===== config.mk =====
export PLATFORM = sky130hd
export DESIGN_NAME = risc16_seq_ctrl_flat
export DESIGN_NICKNAME = d
export VERILOG_FILES = /design/src/rtl/risc16_seq_if.sv /design/src/rtl/risc16_seq_ctrl.sv /design/src/flat_wrapper.sv
export SDC_FILE = /design/constraint.sdc
export NUM_CORES = 1
export LEC_CHECK = 0
export CAP_MARGIN = 10
export CELL_PAD_IN_SITES_DETAIL_PLACEMENT = 0
export CELL_PAD_IN_SITES_GLOBAL_PLACEMENT = 1
export CORE_UTILIZATION = 33
export DETAILED_ROUTE_END_ITERATION = 8
export PLACE_DENSITY = 0.83
export SYNTH_ARGS = -nofsm -noshare
export SYNTH_HDL_FRONTEND = slang
export SYNTH_SLANG_ARGS = --single-unit

===== constraint.sdc =====
create_clock -name clk -period 1.51 [get_ports clk]
set_input_delay 0.2265 -clock clk [delete_from_list [all_inputs] [get_ports clk]]
set_output_delay 0.2265 -clock clk [all_outputs]
set_load 0.02 [all_outputs]

===== src/rtl/risc16_seq_if.sv =====
// Sequencer-side bundle: shared memory request/ack port plus datapath control strobes.
// master = risc16_seq_ctrl, slave = datapath/memory side.
interface risc16_seq_if;
  logic        mem_req;
  logic        mem_we;
  logic        mem_sel;
  logic        mem_ack;
  logic [15:0] instr;
  logic        alu_eq;
  logic        ir_load;
  logic [1:0]  alu_op;
  logic        alu_src;
  logic        rf_we;
  logic [1:0]  rf_wsel;
  logic        pc_we;
  logic [1:0]  pc_sel;
  logic        halt;
  logic        fault;

  modport master (
    input  mem_ack, instr, alu_eq,
    output mem_req, mem_we, mem_sel, ir_load, alu_op, alu_src,
           rf_we, rf_wsel, pc_we, pc_sel, halt, fault
  );

  modport slave (
    output mem_ack, instr, alu_eq,
    input  mem_req, mem_we, mem_sel, ir_load, alu_op, alu_src,
           rf_we, rf_wsel, pc_we, pc_sel, halt, fault
  );
endinterface


===== src/rtl/risc16_seq_ctrl.sv =====
// Multi-cycle RiSC-16 control sequencer (fetch/decode/exec/mem/wb) on a shared req/ack memory port.
// Optional memory-ack timeout enabled by defining RISC16_SEQ_MEMTIMEOUT_EN.
module risc16_seq_ctrl #(
  parameter int unsigned MEM_TIMEOUT = 15,
  parameter int unsigned TO_W        = 4
) (
  input  logic         clk,
  input  logic         rst_n,
  risc16_seq_if.master bus
);

  typedef enum logic [2:0] {
    S_IDLE, S_FETCH, S_DECODE, S_EXEC, S_MEM, S_WB, S_HALT, S_FAULT
  } state_e;

  localparam logic [2:0] OP_ADD  = 3'b000;
  localparam logic [2:0] OP_ADDI = 3'b001;
  localparam logic [2:0] OP_NAND = 3'b010;
  localparam logic [2:0] OP_LUI  = 3'b011;
  localparam logic [2:0] OP_SW   = 3'b100;
  localparam logic [2:0] OP_LW   = 3'b101;
  localparam logic [2:0] OP_BEQ  = 3'b110;
  localparam logic [2:0] OP_JALR = 3'b111;

  state_e      r_state;
  state_e      w_nxt;
  logic [15:0] r_ir;
  logic [2:0]  w_op;
  logic        w_ra_zero;
  logic        w_is_halt;
  logic        w_to_hit;

  logic       r_mem_req, r_mem_we, r_mem_sel, r_alu_src, r_rf_we, r_pc_we, r_halt, r_fault;
  logic [1:0] r_alu_op, r_rf_wsel, r_pc_sel;
  logic       w_nx_mem_req, w_nx_mem_we, w_nx_mem_sel, w_nx_alu_src;
  logic       w_nx_rf_we, w_nx_pc_we, w_nx_halt, w_nx_fault;
  logic [1:0] w_nx_alu_op, w_nx_rf_wsel, w_nx_pc_sel;

  assign w_op      = r_ir[15:13];
  assign w_ra_zero = (r_ir[12:10] == 3'd0);
  assign w_is_halt = (w_op == OP_JALR) && (r_ir[12:7] == 6'd0) && (r_ir[6:0] != 7'd0);

`ifdef RISC16_SEQ_MEMTIMEOUT_EN
  // Wait counter for the current memory request; an ack on the limit cycle still wins.
  logic [TO_W-1:0] r_to_cnt;
  logic            w_waiting;

  assign w_waiting = ((r_state == S_FETCH) || (r_state == S_MEM)) && !bus.mem_ack;
  assign w_to_hit  = w_waiting && (r_to_cnt == TO_W'(MEM_TIMEOUT));

  always_ff @(posedge clk or negedge rst_n) begin
    if (!rst_n) begin
      r_to_cnt <= '0;
    end else if (w_waiting && !w_to_hit) begin
      r_to_cnt <= r_to_cnt + TO_W'(1);
    end else begin
      r_to_cnt <= '0;
    end
  end
`else
  logic w_unused_to;
  assign w_unused_to = (MEM_TIMEOUT >= (32'd1 << TO_W));
  assign w_to_hit    = 1'b0;
`endif

  // Next-state logic.
  always_comb begin
    w_nxt = r_state;
    case (r_state)
      S_IDLE:   w_nxt = S_FETCH;
      S_FETCH: begin
        if (bus.mem_ack)   w_nxt = S_DECODE;
        else if (w_to_hit) w_nxt = S_FAULT;
      end
      S_DECODE: w_nxt = S_EXEC;
      S_EXEC: begin
        case (w_op)
          OP_BEQ:       w_nxt = S_FETCH;
          OP_JALR:      w_nxt = w_is_halt ? S_HALT : S_FETCH;
          OP_SW, OP_LW: w_nxt = S_MEM;
          default:      w_nxt = S_WB;
        endcase
      end
      S_MEM: begin
        if (bus.mem_ack)   w_nxt = (w_op == OP_SW) ? S_FETCH : S_WB;
        else if (w_to_hit) w_nxt = S_FAULT;
      end
      S_WB:     w_nxt = S_FETCH;
      default:  w_nxt = r_state;
    endcase
  end

  // Moore strobes decoded for the state being entered, so they are registered.
  always_comb begin
    w_nx_mem_req = 1'b0;
    w_nx_mem_we  = 1'b0;
    w_nx_mem_sel = 1'b0;
    w_nx_alu_op  = 2'b00;
    w_nx_alu_src = 1'b0;
    w_nx_rf_we   = 1'b0;
    w_nx_rf_wsel = 2'b00;
    w_nx_pc_we   = 1'b0;
    w_nx_pc_sel  = 2'b00;
    w_nx_halt    = 1'b0;
    w_nx_fault   = 1'b0;
    case (w_nxt)
      S_FETCH: w_nx_mem_req = 1'b1;
      S_EXEC: begin
        case (w_op)
          OP_ADD:                w_nx_alu_src = 1'b0;
          OP_ADDI, OP_SW, OP_LW: w_nx_alu_src = 1'b1;
          OP_NAND:               w_nx_alu_op  = 2'b01;
          OP_LUI:                w_nx_alu_op  = 2'b10;
          OP_BEQ: begin
            w_nx_alu_op = 2'b11;
            w_nx_pc_we  = 1'b1;
          end
          OP_JALR: begin
            if (!w_is_halt) begin
              w_nx_rf_we   = !w_ra_zero;
              w_nx_rf_wsel = 2'b10;
              w_nx_pc_we   = 1'b1;
              w_nx_pc_sel  = 2'b10;
            end
          end
          default: w_nx_alu_src = 1'b0;
        endcase
      end
      S_MEM: begin
        w_nx_mem_req = 1'b1;
        w_nx_mem_sel = 1'b1;
        w_nx_mem_we  = (w_op == OP_SW);
      end
      S_WB: begin
        w_nx_rf_we   = !w_ra_zero;
        w_nx_rf_wsel = (w_op == OP_LW) ? 2'b01 : 2'b00;
        w_nx_pc_we   = 1'b1;
      end
      S_HALT:  w_nx_halt  = 1'b1;
      S_FAULT: w_nx_fault = 1'b1;
      default: w_nx_halt  = 1'b0;
    endcase
  end

  always_ff @(posedge clk or negedge rst_n) begin
    if (!rst_n) begin
      r_state   <= S_IDLE;
      r_ir      <= '0;
      r_mem_req <= 1'b0;
      r_mem_we  <= 1'b0;
      r_mem_sel <= 1'b0;
      r_alu_op  <= 2'b00;
      r_alu_src <= 1'b0;
      r_rf_we   <= 1'b0;
      r_rf_wsel <= 2'b00;
      r_pc_we   <= 1'b0;
      r_pc_sel  <= 2'b00;
      r_halt    <= 1'b0;
      r_fault   <= 1'b0;
    end else begin
      r_state <= w_nxt;
      if ((r_state == S_FETCH) && bus.mem_ack) r_ir <= bus.instr;
      r_mem_req <= w_nx_mem_req;
      r_mem_we  <= w_nx_mem_we;
      r_mem_sel <= w_nx_mem_sel;
      r_alu_op  <= w_nx_alu_op;
      r_alu_src <= w_nx_alu_src;
      r_rf_we   <= w_nx_rf_we;
      r_rf_wsel <= w_nx_rf_wsel;
      r_pc_we   <= w_nx_pc_we;
      r_pc_sel  <= w_nx_pc_sel;
      r_halt    <= w_nx_halt;
      r_fault   <= w_nx_fault;
    end
  end

  // Ack- and compare-qualified strobes must react within the current cycle.
  assign bus.ir_load = (r_state == S_FETCH) && bus.mem_ack;
  assign bus.pc_we   = r_pc_we || ((r_state == S_MEM) && (w_op == OP_SW) && bus.mem_ack);
  assign bus.pc_sel  = ((r_state == S_EXEC) && (w_op == OP_BEQ)) ? {1'b0, bus.alu_eq} : r_pc_sel;

  assign bus.mem_req = r_mem_req;
  assign bus.mem_we  = r_mem_we;
  assign bus.mem_sel = r_mem_sel;
  assign bus.alu_op  = r_alu_op;
  assign bus.alu_src = r_alu_src;
  assign bus.rf_we   = r_rf_we;
  assign bus.rf_wsel = r_rf_wsel;
  assign bus.halt    = r_halt;
  assign bus.fault   = r_fault;

endmodule

===== src/flat_wrapper.sv =====
// flat-port wrapper written by rule: the top's interface ports become plain ports
module risc16_seq_ctrl_flat 
#(
  parameter int unsigned MEM_TIMEOUT = 15,
  parameter int unsigned TO_W        = 4
)
  (clk, rst_n, bus_mem_ack, bus_instr, bus_alu_eq, bus_mem_req, bus_mem_we, bus_mem_sel, bus_ir_load, bus_alu_op, bus_alu_src, bus_rf_we, bus_rf_wsel, bus_pc_we, bus_pc_sel, bus_halt, bus_fault);
  risc16_seq_if bus_i ();
  input  logic clk;
  input  logic rst_n;
  input wire logic [$bits(bus_i.mem_ack)-1:0] bus_mem_ack;
  input wire logic [$bits(bus_i.instr)-1:0] bus_instr;
  input wire logic [$bits(bus_i.alu_eq)-1:0] bus_alu_eq;
  output wire logic [$bits(bus_i.mem_req)-1:0] bus_mem_req;
  output wire logic [$bits(bus_i.mem_we)-1:0] bus_mem_we;
  output wire logic [$bits(bus_i.mem_sel)-1:0] bus_mem_sel;
  output wire logic [$bits(bus_i.ir_load)-1:0] bus_ir_load;
  output wire logic [$bits(bus_i.alu_op)-1:0] bus_alu_op;
  output wire logic [$bits(bus_i.alu_src)-1:0] bus_alu_src;
  output wire logic [$bits(bus_i.rf_we)-1:0] bus_rf_we;
  output wire logic [$bits(bus_i.rf_wsel)-1:0] bus_rf_wsel;
  output wire logic [$bits(bus_i.pc_we)-1:0] bus_pc_we;
  output wire logic [$bits(bus_i.pc_sel)-1:0] bus_pc_sel;
  output wire logic [$bits(bus_i.halt)-1:0] bus_halt;
  output wire logic [$bits(bus_i.fault)-1:0] bus_fault;
  assign bus_i.mem_ack = bus_mem_ack;
  assign bus_i.instr = bus_instr;
  assign bus_i.alu_eq = bus_alu_eq;
  assign bus_mem_req = bus_i.mem_req;
  assign bus_mem_we = bus_i.mem_we;
  assign bus_mem_sel = bus_i.mem_sel;
  assign bus_ir_load = bus_i.ir_load;
  assign bus_alu_op = bus_i.alu_op;
  assign bus_alu_src = bus_i.alu_src;
  assign bus_rf_we = bus_i.rf_we;
  assign bus_rf_wsel = bus_i.rf_wsel;
  assign bus_pc_we = bus_i.pc_we;
  assign bus_pc_sel = bus_i.pc_sel;
  assign bus_halt = bus_i.halt;
  assign bus_fault = bus_i.fault;
  risc16_seq_ctrl #(.MEM_TIMEOUT(MEM_TIMEOUT), .TO_W(TO_W)) u_core (.clk(clk), .rst_n(rst_n), .bus(bus_i));
endmodule

Word-level counts from Yosys, hierarchy flattened
Cells that the tools add are included.
{"block": "totals", "reg_bits": 33, "inputBits": 20, "out_inout_bits": 15}
{"block": "classes", "n_eq_ne": 18, "n_mux": 27, "n_reduce_logical": 16}
{"cell": "$eq 3x3->1 const B", "count": 10}
{"cell": "$eq 3x2->1 const B", "count": 5}
{"cell": "$pmux 3 s5", "count": 1}
{"cell": "$mux 3", "count": 4}
{"cell": "$mux 1", "count": 11}
{"cell": "$mux 2", "count": 5}
{"cell": "$eq 3x1->1 const B", "count": 3}
{"cell": "$pmux 3 s3", "count": 1}
{"cell": "$reduce_bool 7->1", "count": 1}
{"cell": "$logic_and 1x1->1", "count": 6}
{"cell": "$logic_not 3->1", "count": 2}
{"cell": "$logic_not 6->1", "count": 1}
{"cell": "$pmux 1 s2", "count": 3}
{"cell": "$pmux 2 s3", "count": 1}
{"cell": "$reduce_or 2->1", "count": 3}
{"cell": "$pmux 2 s2", "count": 1}
{"cell": "$reduce_or 3->1", "count": 1}
{"cell": "$logic_not 1->1", "count": 1}
{"cell": "$logic_or 1x1->1", "count": 1}

Logic depth before layout (Yosys ltp)
Gate-level depths: netlist of run 1.
{"block": "depth", "word_depth": 9, "ltp_mapped": 7, "ltp_nobuf": 5}

Worst setup path after synthesis of run 1
OpenSTA, ideal clock, no wires.
{"block": "synth_path", "kind": "reg-to-output", "from": "reg u_core.r_state[0]", "to": "out bus_pc_sel[0]", "arrival_time_ps": 1482, "slack_ps": -198, "path_stages_with_launch": 4, "cell_sequence": "dfrtp_1 -> nor2b_4 -> nand2_1 -> nor4b_1"}
{"block": "synth_between", "elab_chain_len": 3}
{"item": "start, declared", "line_no": "risc16_seq_ctrl.sv:25", "rtl": "state_e r_state;"}
{"item": "start signal, assigned", "line_no": "risc16_seq_ctrl.sv:161", "rtl": "r_state <= w_nxt;"}
{"item": "$eq 3x2->1", "line_no": "risc16_seq_ctrl.sv:180", "rtl": "assign bus.pc_sel = ((r_state == S_EXEC) && (w_op == OP_BEQ)) ? {1'b0, bus.alu_eq} : r_pc_sel;"}
{"item": "$logic_and 1x1->1", "line_no": "risc16_seq_ctrl.sv:180"}
{"item": "$mux 2", "line_no": "risc16_seq_ctrl.sv:180"}
{"item": "end, declared", "line_no": "flat_wrapper.sv:23", "rtl": "output wire logic [$bits(bus_i.pc_sel)-1:0] bus_pc_sel;"}
Every way passes these cells.

Final worst setup path of run 1
{"block": "layout_path", "from": "reg u_core.r_state[0]", "to": "reg u_core.r_rf_wsel[0] (netlist: u_core.bus.rf_wsel[0])"}
{"block": "layout_between", "elab_chain_len": 5, "elab_cells_between_ends": 13}
{"item": "$eq 3x3->1 / $logic_not 3->1 (equally long branches)", "line_no": "risc16_seq_ctrl.sv:69", "rtl": "case (r_state)"}
{"item": "$reduce_or 2->1 (no source line)"}
{"item": "$pmux 3 s5 *", "line_no": "risc16_seq_ctrl.sv:69"}
{"item": "$eq 3x3->1 / $eq 3x2->1 (equally long branches)", "line_no": "risc16_seq_ctrl.sv:106", "rtl": "case (w_nxt)"}
{"item": "$pmux 2 s2 *", "line_no": "risc16_seq_ctrl.sv:106"}
{"item": "via u_core.w_nx_rf_wsel[0]", "line_no": "risc16_seq_ctrl.sv:37", "rtl": "logic [1:0] w_nx_alu_op, w_nx_rf_wsel, w_nx_pc_sel;"}
{"item": "end signal, assigned", "line_no": "risc16_seq_ctrl.sv:169", "rtl": "r_rf_wsel <= w_nx_rf_wsel;"}
{"item": "end, declared", "line_no": "risc16_seq_ctrl.sv:34", "rtl": "logic [1:0] r_alu_op, r_rf_wsel, r_pc_sel;"}
The timed path passes the listed nets; every way through them passes the cells marked *.
A chain may end at the register's enable or synchronous reset.

==> results.ini, run 1 <==
[critical_path]
r2r-end = u_core.bus.rf_wsel[0]$_DFF_PN0_
cp.buffers_inverters = 2
crit_arrival_ps = 1910
worst-r2r-setup-slack_ps = -200
crit_end = u_core.bus.rf_wsel[0]$_DFF_PN0_
cp.required_ps = 1710
reg2reg_depth = 7
worstPathMaxFanout = 3
start_kind = register
crit_chain = nor2b_4 > buf_6 > and2_4 > buf_6 > a211o_1 > a21o_1 > nor4b_2
cp-end-kind = register
path_depth = 7
critPathKind = register to register
startpoint = u_core.r_state[0]$_DFF_PN0_
cp_common_cell = buf_6
crit_family = simple AND/OR/NAND/NOR gates
r2r_start = u_core.r_state[0]$_DFF_PN0_
critPathMaxStageDelay_ps = 380
slowest_stage = dfrtp_1

[synth]
synth-async-reset-ratio_pct = 100.0
synth.distinct_cells = 31
synth-edff-count = 0
synth_seq_area_share_pct = 58.34
yosys_warnings = 0
synth_area_sq_mm = 0.001373
ys.flop_type = dfrtp_1
synth_nets = 136
synth_area_per_cell_sq_um = 11.83
syn_inst = 116
ys_ff_latch = 32

[floorplanning]
fp.dieW_um = 66.49
initial_core_util_pct = 34.31
coreArea_sq_mm = 0.004000
die_height_um = 66.49
ioPinCount = 35
die_area_sq_mm = 0.004421
rows = 23

[placement]
port_buffers = 34
place_ws_ps = -413.5
routabilityCongestion = 0.8355
placed_cell_area_sq_mm = 0.001906
post-dp-hpwl_mm = 2.131

[global_route]
grt_antenna_before_repair = 0
grt.total_usage_pct = 15.91
grt_max_degree = 33
grt_pass1_vias = 1113
gr-total-overflow = 0
grt_pass1_wl_mm = 4.995

[finish]
fin_area_sq_mm = 0.002188
fillers = 336
fin_util_pct = 54.71
drive_gt1_share_pct = 40.45
layout_commonest_cell = dfrtp_1
finalNetCount = 197
antennaDiodeCount = 0
final_cell_mix = 32 x dfrtp_1, 30 x clkdlybuf4s50_1, 23 x buf_4
area_growth_pct = 59.43

[clock_tree]
clock_sinks = 32
cts_buffer_depth = 2
cts_hold_buf = 0
cts-root-buf = clkbuf_8
cts_tree = done
clk_pin_slew_worst_paths_ps = 70
clock_latency_ps = 280
cts_buffers = 5
cts_htree_levels = 2

[power]
leakagePower_nw = 1.002
p_total_mw = 4.328
cellPowerDensity_mw_per_mm2 = 1978
ir_drop_v = 0.0008830

[sta]
fmax_mhz = 584.6
slew_headroom_pct = 69.43
finalCritPeriodShare_pct = 113.3
holdWs_ps = 327.0
finalSetupViolations = 11
period_needed_ps = 1711
maxSlewViolCount = 0
rsz0062_at_grt = yes
setup_slack_ps = -200.6
fin_skew_ps = 6.917
worst_slew_pin_slew_ps = 453.7
finalHoldViolCount = 0

[route]
vias = 1118
wl_per_cell_um = 14.59
antenna_left = 0
drtPass1Iterations = 4
remaining_drc_errors = 0
wl_mm = 3.327
drt_iter0_markers = 24
detail_route.vias_per_cell = 4.904

[status]
status = complete, but fails checks
violations = negative setup slack

[min_path]
min_path_type = input pin to asynchronous set/reset pin

[flow_run]
cap_viol_max_count = 0

-- flip-flops by register name, summed over array words and instances (netlist names) --
| register | cells |
|---|---|
| u_core.bus.rf_wsel | 2 |
| u_core.r_ir | 16 |
| u_core.bus.halt | 1 |
| u_core.bus.rf_we | 1 |
| u_core.r_pc_we | 1 |
| u_core.bus.alu_src | 1 |
| u_core.bus.mem_sel | 1 |
| u_core.r_state | 3 |
| u_core.bus.mem_we | 1 |
| u_core.bus.fault | 1 |
| u_core.r_pc_sel | 1 |
| u_core.bus.mem_req | 1 |
| u_core.bus.alu_op | 2 |
-- report_power, final --
group	internal (mW)	switching (mW)	total (mW)
Combinational	1.27	0.963	2.23
Clock	0.363	0.311	0.674
Sequential	1.19	0.228	1.42
-- layout make-up --
class                      instances  area, sq um  share of cell area (%)
clock buffer                       6        82.58                   3.774
sequential                        32        800.8                   36.59
inverter                           4        15.01                  0.6861
tap                               50        62.56                   2.859
clock inverter                     2        10.01                  0.4574
multi-input combinational         74        659.4                   30.13
timing repair buffer              60        558.0                   25.50
-- synth_stat cells, types with 3 or more instances --
master | count | area (sq um)
nor2_1 | 13 | 48.80
o21ai_0 | 3 | 15.01
mux2_2 | 15 | 168.9
dfrtp_1 | 32 | 800.8
inv_1 | 4 | 15.01
a21oi_1 | 5 | 25.02
nand2b_1 | 3 | 18.77
buf_2 | 4 | 20.02
nor3_1 | 3 | 15.01
nand2_1 | 8 | 30.03
-- through the flow --
step,std cells,TNS (ps)
global placement,214,-8000
CTS,223,-2089
detailed placement,214,-8987
floorplan,116,-349.7
global route,228,-1811
finish,228,-1036
-- cell families (layout without fill, tap and decap cells) --
kind of cell / count (synthesis) / after routing / synth area share (%)
flip-flops: 32 / 32 / 58.34
buffers and inverters: 10 / 72 / 3.920
XOR/XNOR: 1 / 1 / 0.6382
AO/OA/AOI/OAI: 17 / 17 / 8.751
AND/OR/NAND/NOR: 41 / 41 / 16.04
multiplexers: 15 / 15 / 12.31
-- worst min path at each step --
stage                                      to  slack (ps)  depth (start not counted)
2_1_floorplan  u_core.bus.alu_op[0]$_DFF_PN0_         -70                          0
3_3_place_gp       u_core.r_ir[3]$_DFFE_PN0P_         490                          1
3_5_place_dp       u_core.r_ir[2]$_DFFE_PN0P_         500                          1
4_1_cts            u_core.r_ir[9]$_DFFE_PN0P_         340                          2
5_1_grt            u_core.r_ir[9]$_DFFE_PN0P_         380                          2
6_report           u_core.r_ir[9]$_DFFE_PN0P_         330                          2
-- metal layers --
metal	up-vias	routed length (um)	GRT usage [%]	share of wire [%]
li1	521	-	-	-
met1	550	1394	18.22	42
met2	40	1680	26.79	50
met3	7	194	5.822	5.8
met4	0	57	6.383	1.7
met5	-	0	0	0
-- timing repair --
item | CTS | global route
endpoints found under the setup margin | 32 | 32
pin swaps | 0 | 5
cloned | 1 | 0
endpoints found under the hold margin | 0 | 0
resized for setup | 26 | 37
buffers inserted | 0 | 8
(Power assumes the default switching activity.)
==> inputs of run 2 (changes only) <==
- CORE_MARGIN: default -> 2
- CTS_CLUSTER_SIZE: default -> 14
==> run 2 against run 1 <==
Against the previous run:
- the run still ends with negative setup slack left
- critical path depth shrank 1
- highest routed layer unchanged
- combinational power grew 3%
- sequential share of layout area shrank 0.86 points
- register-to-register slack improved by 50 ps
- die area up 6.1%
==> results.ini, run 2 (synthesized netlist as in run 1, its figures left out) <==
[sta]
setup_tns_ps = -1757  ; -721.0 ps
fmax_mhz = 600.9  ; +2.8%
finalHoldViolCount = 0  ; unchanged
worst_slew_pin_slew_ps = 399.7  ; -53.95 ps
setup_slack_ps = -154.2  ; +46.42 ps
finalSetupViolations = 26  ; +15
holdWs_ps = 319.2  ; -7.807 ps
maxSlewViolCount = 0  ; unchanged
slew_headroom_pct = 73.35  ; +3.9 points
fin_skew_ps = 5.266  ; -1.651 ps
finalCritPeriodShare_pct = 110.2  ; -3.1 points
period_needed_ps = 1664  ; -46.42 ps
rsz0062_at_grt = yes

[power]
ir_drop_v = 0.001112  ; +26%
leakagePower_nw = 1.048  ; +4.6%
p_total_mw = 4.398  ; +1.6%
cellPowerDensity_mw_per_mm2 = 1959  ; -0.92%

[critical_path]
cp-end-kind = register
r2r-end = u_core.bus.rf_wsel[0]$_DFF_PN0_
cp.required_ps = 1710  ; about the same
worstPathMaxFanout = 3  ; unchanged
slowest_stage = dfrtp_1
start_kind = register
crit_chain = buf_6 > nor2b_4 > a31o_1 > a211o_1 > a21o_1 > nor4b_2
reg2reg_depth = 6  ; -1
crit_family = compound AO/OA/AOI/OAI gates
r2r_start = u_core.r_state[2]$_DFF_PN0_
cp.buffers_inverters = 1  ; -1
startpoint = u_core.r_state[2]$_DFF_PN0_
path_depth = 6  ; -1
crit_arrival_ps = 1860  ; -50 ps
crit_end = u_core.bus.rf_wsel[0]$_DFF_PN0_
critPathMaxStageDelay_ps = 420  ; +40 ps
worst-r2r-setup-slack_ps = -150  ; +50 ps
critPathKind = register to register

[route]
antenna_left = 0  ; unchanged
detail_route.vias_per_cell = 4.939  ; +0.73%
wl_per_cell_um = 15.03  ; +3.0%
drt_iter0_markers = 16  ; -33%
vias = 1136  ; +1.6%
drtPass1Iterations = 4  ; unchanged
remaining_drc_errors = 0  ; unchanged
wl_mm = 3.457  ; +3.9%

[floorplanning]
die_height_um = 68.49  ; +3.0%
coreArea_sq_mm = 0.004000  ; unchanged
initial_core_util_pct = 34.31  ; unchanged
die_area_sq_mm = 0.004691  ; +6.1%
fp.dieW_um = 68.49  ; +3.0%
rows = 23  ; unchanged
ioPinCount = 35  ; unchanged

[global_route]
grt_antenna_before_repair = 0  ; unchanged
grt_pass1_vias = 1159  ; +4.1%
gr-total-overflow = 0  ; unchanged
grt_pass1_wl_mm = 5.423  ; +8.6%
grt_max_degree = 33  ; unchanged
grt.total_usage_pct = 16.41  ; +0.50 points

[finish]
regMostFlops = u_core.r_ir
largest_reg_flops = 16  ; unchanged
fin_area_sq_mm = 0.002245  ; +2.6%
drive_gt1_share_pct = 41.11  ; +0.66 points
largestRegisters = u_core.r_ir x16, u_core.r_state x3
antennaDiodeCount = 0  ; unchanged
final_cell_mix = 31 x dfrtp_1, 29 x clkdlybuf4s50_1, 23 x buf_4
final_cells = 230  ; +0.88%
area_growth_pct = 63.54
finalNetCount = 199  ; +1.0%
layout_commonest_cell = dfrtp_1

[placement]
post-dp-hpwl_mm = 2.178  ; +2.2%
dp_cells = 215  ; +0.47%
port_buffers = 34  ; unchanged
routabilityCongestion = 0.8260  ; -1.1%
placed_cell_area_sq_mm = 0.001913  ; +0.39%

[clock_tree]
cts-root-buf = clkbuf_8
cts_buffer_depth = 2  ; unchanged
cts_tree = done
clock_latency_ps = 290  ; about the same
cts_htree_levels = 2  ; unchanged
cts_buffers = 5  ; unchanged
clock_sinks = 32  ; unchanged
clk_pin_slew_worst_paths_ps = 70  ; about the same

[flow_run]
cap_viol_max_count = 0  ; unchanged

[min_path]
min_path_type = input pin to asynchronous set/reset pin

[status]
violations = negative setup slack
status = complete, but fails checks

## run 2: cell count changes in the layout (fill, tap and decap cells not counted), moves of 2 or more
| cell | delta |
|---|---|
| clkinvlp_4 | +2 |
| mux2_2 | -2 |
| mux2_4 | +2 |
| buf_6 | +3 |
| clkinv_2 | -2 |
## run 2: worst min path at each step
stage / cells past startpoint / endpoint / start / slack [ps]
after CTS: 2 / u_core.r_ir[8]$_DFFE_PN0P_ / rst_n / 340
after global routing: 2 / u_core.r_ir[8]$_DFFE_PN0P_ / rst_n / 370
after detailed placement: 1 / u_core.r_ir[7]$_DFFE_PN0P_ / u_core.r_ir[7]$_DFFE_PN0P_ / 500
final: 2 / u_core.r_ir[8]$_DFFE_PN0P_ / rst_n / 320
after global placement: 1 / u_core.r_ir[3]$_DFFE_PN0P_ / u_core.r_ir[3]$_DFFE_PN0P_ / 490
after floorplan: 0 / u_core.bus.alu_op[0]$_DFF_PN0_ / rst_n / -70
## run 2: what timing repair did
| item | CTS | global route |
|---|---|---|
| setup endpoints to repair | 32 | 33 |
| setup buffers | 5 | 2 |
| hold endpoints to repair | 0 | 0 |
| gates cloned | 2 | 0 |
| hold buffers | 0 | 0 |
| pin swaps | 3 | 6 |
| resized for setup | 57 | 14 |
## run 2: stage by stage
step | utilization, % | setup WS (ps)
4_1_cts | 55.49 | -188.6
2_1_floorplan | - | -67.69
3_3_place_gp | 47.83 | -415.7
3_5_place_dp | 47.83 | -387.3
5_1_grt | 56.12 | -209.1
6_report | 56.12 | -154.2
## run 2: power breakdown
| group | internal [mW] | switching (mW) |
|---|---|---|
| clock | 0.326 | 0.338 |
| sequential | 1.19 | 0.236 |
| combinational | 1.30 | 1.00 |
| total | 2.82 | 1.58 |
## run 2: area by class of cell
cell class | count | area [sq um]
clock buffer | 5 | 68.82
clock inverter | 3 | 23.77
fill | 326 | 1755
inverter | 4 | 15.01
multi-input combinational | 74 | 675.6
sequential | 32 | 802.0
tap | 50 | 62.56
timing repair buffer | 62 | 596.8
## run 2: per-layer routing
metal	global-route usage (%)	up-vias	wire (um)
met5	0	-	0
met4	7.500	0	61
met3	6.331	6	267
met2	28.13	38	1836
met1	17.83	571	1291
li1	-	521	-
==> inputs of run 3 (changes only) <==
- CTS_CLUSTER_SIZE: 14 -> default
- REMOVE_ABC_BUFFERS: default -> 1
==> run 3 against run 2 <==
Against the previous run:
- the run still ends with negative setup slack left
- cell area fell by 0.84%
- clock power rose by 33%
- total power rose by 4.0%
- setup slack improved by 4.0 ps
- register-to-register slack barely moved
- maximum frequency rose by 0.24%
- final cell count fell by 1.3%
==> results.ini, run 3 (synthesized netlist as in run 1, its figures left out) <==
[status]
status = complete, but fails checks
violations = negative setup slack

[clock_tree]
cts_htree_levels = 2  ; unchanged
cts-root-buf = clkbuf_8
clock_sinks = 32  ; unchanged
cts_hold_buf = 0  ; unchanged
cts_buffers = 5  ; unchanged
cts_tree = done
cts_buffer_depth = 2  ; unchanged
clock_latency_ps = 280  ; about the same
clk_pin_slew_worst_paths_ps = 70  ; about the same

[critical_path]
crit_family = flip-flops
critPathMaxStageDelay_ps = 410  ; about the same
cp.buffers_inverters = 2  ; +1
worstPathMaxFanout = 2  ; -1
cp.required_ps = 1280  ; -430 ps
crit_arrival_ps = 1430  ; -430 ps
critPathKind = register to primary output
start_kind = register
slowest_stage = dfrtp_1
crit_chain = nor2b_4 > nand2_2 > buf_6 > o31a_1 > buf_6
cp-end-kind = primary output
cp_common_cell = buf_6

[global_route]
grt_pass1_wl_mm = 5.195  ; -4.2%
gr-total-overflow = 0  ; unchanged
grt_pass1_vias = 1097  ; -5.3%
grt_antenna_before_repair = 0  ; unchanged
grt_max_degree = 33  ; unchanged
grt.total_usage_pct = 15.66  ; -0.75 points

[finish]
finalNetCount = 196  ; -1.5%
fillers = 312  ; -4.3%
largestRegisters = u_core.r_ir x16, u_core.r_state x3
drive_gt1_share_pct = 45.76  ; +4.7 points
area_growth_pct = 62.17
final_cell_mix = 30 x clkdlybuf4s50_1, 29 x dfrtp_1, 19 x buf_4
largest_reg_flops = 16  ; unchanged
seq_area_sq_um = 804.5  ; +0.31%
multi_input_area_sq_um = 643.1  ; -4.8%
final_cells = 227  ; -1.3%
regMostFlops = u_core.r_ir
antennaDiodeCount = 0  ; unchanged
layout_commonest_cell = clkdlybuf4s50_1

[route]
remaining_drc_errors = 0  ; unchanged
detail_route.vias_per_cell = 4.784  ; -3.1%
antenna_left = 0  ; unchanged
drtPass1Iterations = 4  ; unchanged
wl_per_cell_um = 14.37  ; -4.4%
drt_iter0_markers = 18  ; +2
vias = 1086  ; -4.4%
wl_mm = 3.262  ; -5.6%

[floorplanning]
rows = 23  ; unchanged
die_height_um = 68.49  ; unchanged
fp.dieW_um = 68.49  ; unchanged
coreArea_sq_mm = 0.004000  ; unchanged
initial_core_util_pct = 34.31  ; unchanged
die_area_sq_mm = 0.004691  ; unchanged
ioPinCount = 35  ; unchanged

[placement]
routabilityCongestion = 0.8843  ; +7.1%
port_buffers = 34  ; unchanged
post-dp-hpwl_mm = 2.215  ; +1.7%
dp_cells = 215  ; unchanged

[sta]
finalCritPeriodShare_pct = 109.9  ; -0.27 points
finalHoldViolCount = 0  ; unchanged
fin_skew_ps = 4.373  ; -0.8932 ps
setup_tns_ps = -1159  ; +598.0 ps
fmax_mhz = 602.3  ; +0.24%
finalSetupViolations = 17  ; -35%
slew_headroom_pct = 73.76  ; +0.41 points
setup_slack_ps = -150.2  ; +4.014 ps
period_needed_ps = 1660  ; -4.014 ps
maxSlewViolCount = 0  ; unchanged
rsz0062_at_grt = yes
worst_slew_pin_slew_ps = 393.6  ; -6.135 ps

[min_path]
min_path_type = input pin to asynchronous set/reset pin

[power]
cellPowerDensity_mw_per_mm2 = 2055  ; +4.9%
ir_drop_v = 0.0008623  ; -22%
leakagePower_nw = 0.9777  ; -6.8%

[flow_run]
cap_viol_max_count = 0  ; unchanged

## run 3: cell types whose count changed in the layout (fill, tap and decap cells not counted), moves of 3 or more
cell     change
mux2_2      +15
mux2_4      -15
buf_4        -4
nand2_2      +3
## run 3: cell type report
| type | count | area share (%) |
|---|---|---|
| sequential | 32 | 36.14 |
| multi-input combinational | 74 | 28.89 |
| timing repair buffer | 59 | 25.80 |
| clock buffer | 7 | 4.328 |
| tap | 50 | 2.811 |
| clock inverter | 1 | 1.349 |
| inverter | 4 | 0.6745 |
## run 3: worst register-to-register path: stages, from the launching register on
cell     delay, ps
dfrtp_1        410
buf_6          140
nor2b_4        120
a31o_1         170
a211o_1        300
a21o_1         210
nor4b_2        210
## run 3: metrics by stage
step / setup WS [ps] / area [sq um] / util (%) / hold slack, ps / power [mW]
detailed placement: -512.0 / 1894 / 47.36 / 497.0 / 3.134
global placement: -474.1 / 1894 / 47.36 / 491.1 / 3.072
CTS: -156.5 / 2155 / 53.86 / 348.4 / 4.356
finish: -150.2 / 2226 / 55.65 / 335.7 / 4.575
floorplan: -298.8 / 1334 / - / -69.09 / 2.296
global route: -220.2 / 2226 / 55.65 / 376.5 / 4.839
## run 3: per-layer routing
metal  global-route usage (%)  up-vias  share of wire (%)  routed length (um)
met3                    4.221        6                4.8                 156
met1                    18.41      529                 41                1323
li1                         -      521                  -                   -
met4                    7.500        0                1.6                  51
met2                    26.44       30                 53                1731
met5                        0        -                  0                   0
## run 3: what timing repair did
action | in CTS | in global routing
setup buffers | 4 | 0
cloned | 1 | 0
pin swaps | 7 | 5
resized for setup | 44 | 19
endpoints found under the hold margin | 0 | 0
setup endpoints to repair | 32 | 22
## run 3: final timing paths
path | from | cells past startpoint | slack [ps] | to
setup / recovery | u_core.r_state[2]$_DFF_PN0_ | 5 | -150 | bus_pc_sel[1]
hold / removal | rst_n | 2 | 340 | u_core.bus.mem_sel$_DFF_PN0_
setup reg to reg | u_core.r_state[2]$_DFF_PN0_ | 6 | -140 | u_core.bus.rf_wsel[0]$_DFF_PN0_
hold reg to reg | u_core.r_ir[7]$_DFFE_PN0P_ | 1 | 510 | u_core.r_ir[7]$_DFFE_PN0P_
max in group asynchronous | rst_n | 2 | 870 | u_core.r_ir[14]$_DFFE_PN0P_
min in group clk | bus_instr[13] | 3 | 500 | u_core.r_ir[13]$_DFFE_PN0P_
## run 3: where the power goes
group / switching [mW] / internal (mW) / leakage (nW)
Combinational: 0.982 / 1.25 / 0.515
Sequential: 0.254 / 1.20 / 0.398
Clock: 0.302 / 0.582 / 0.0645
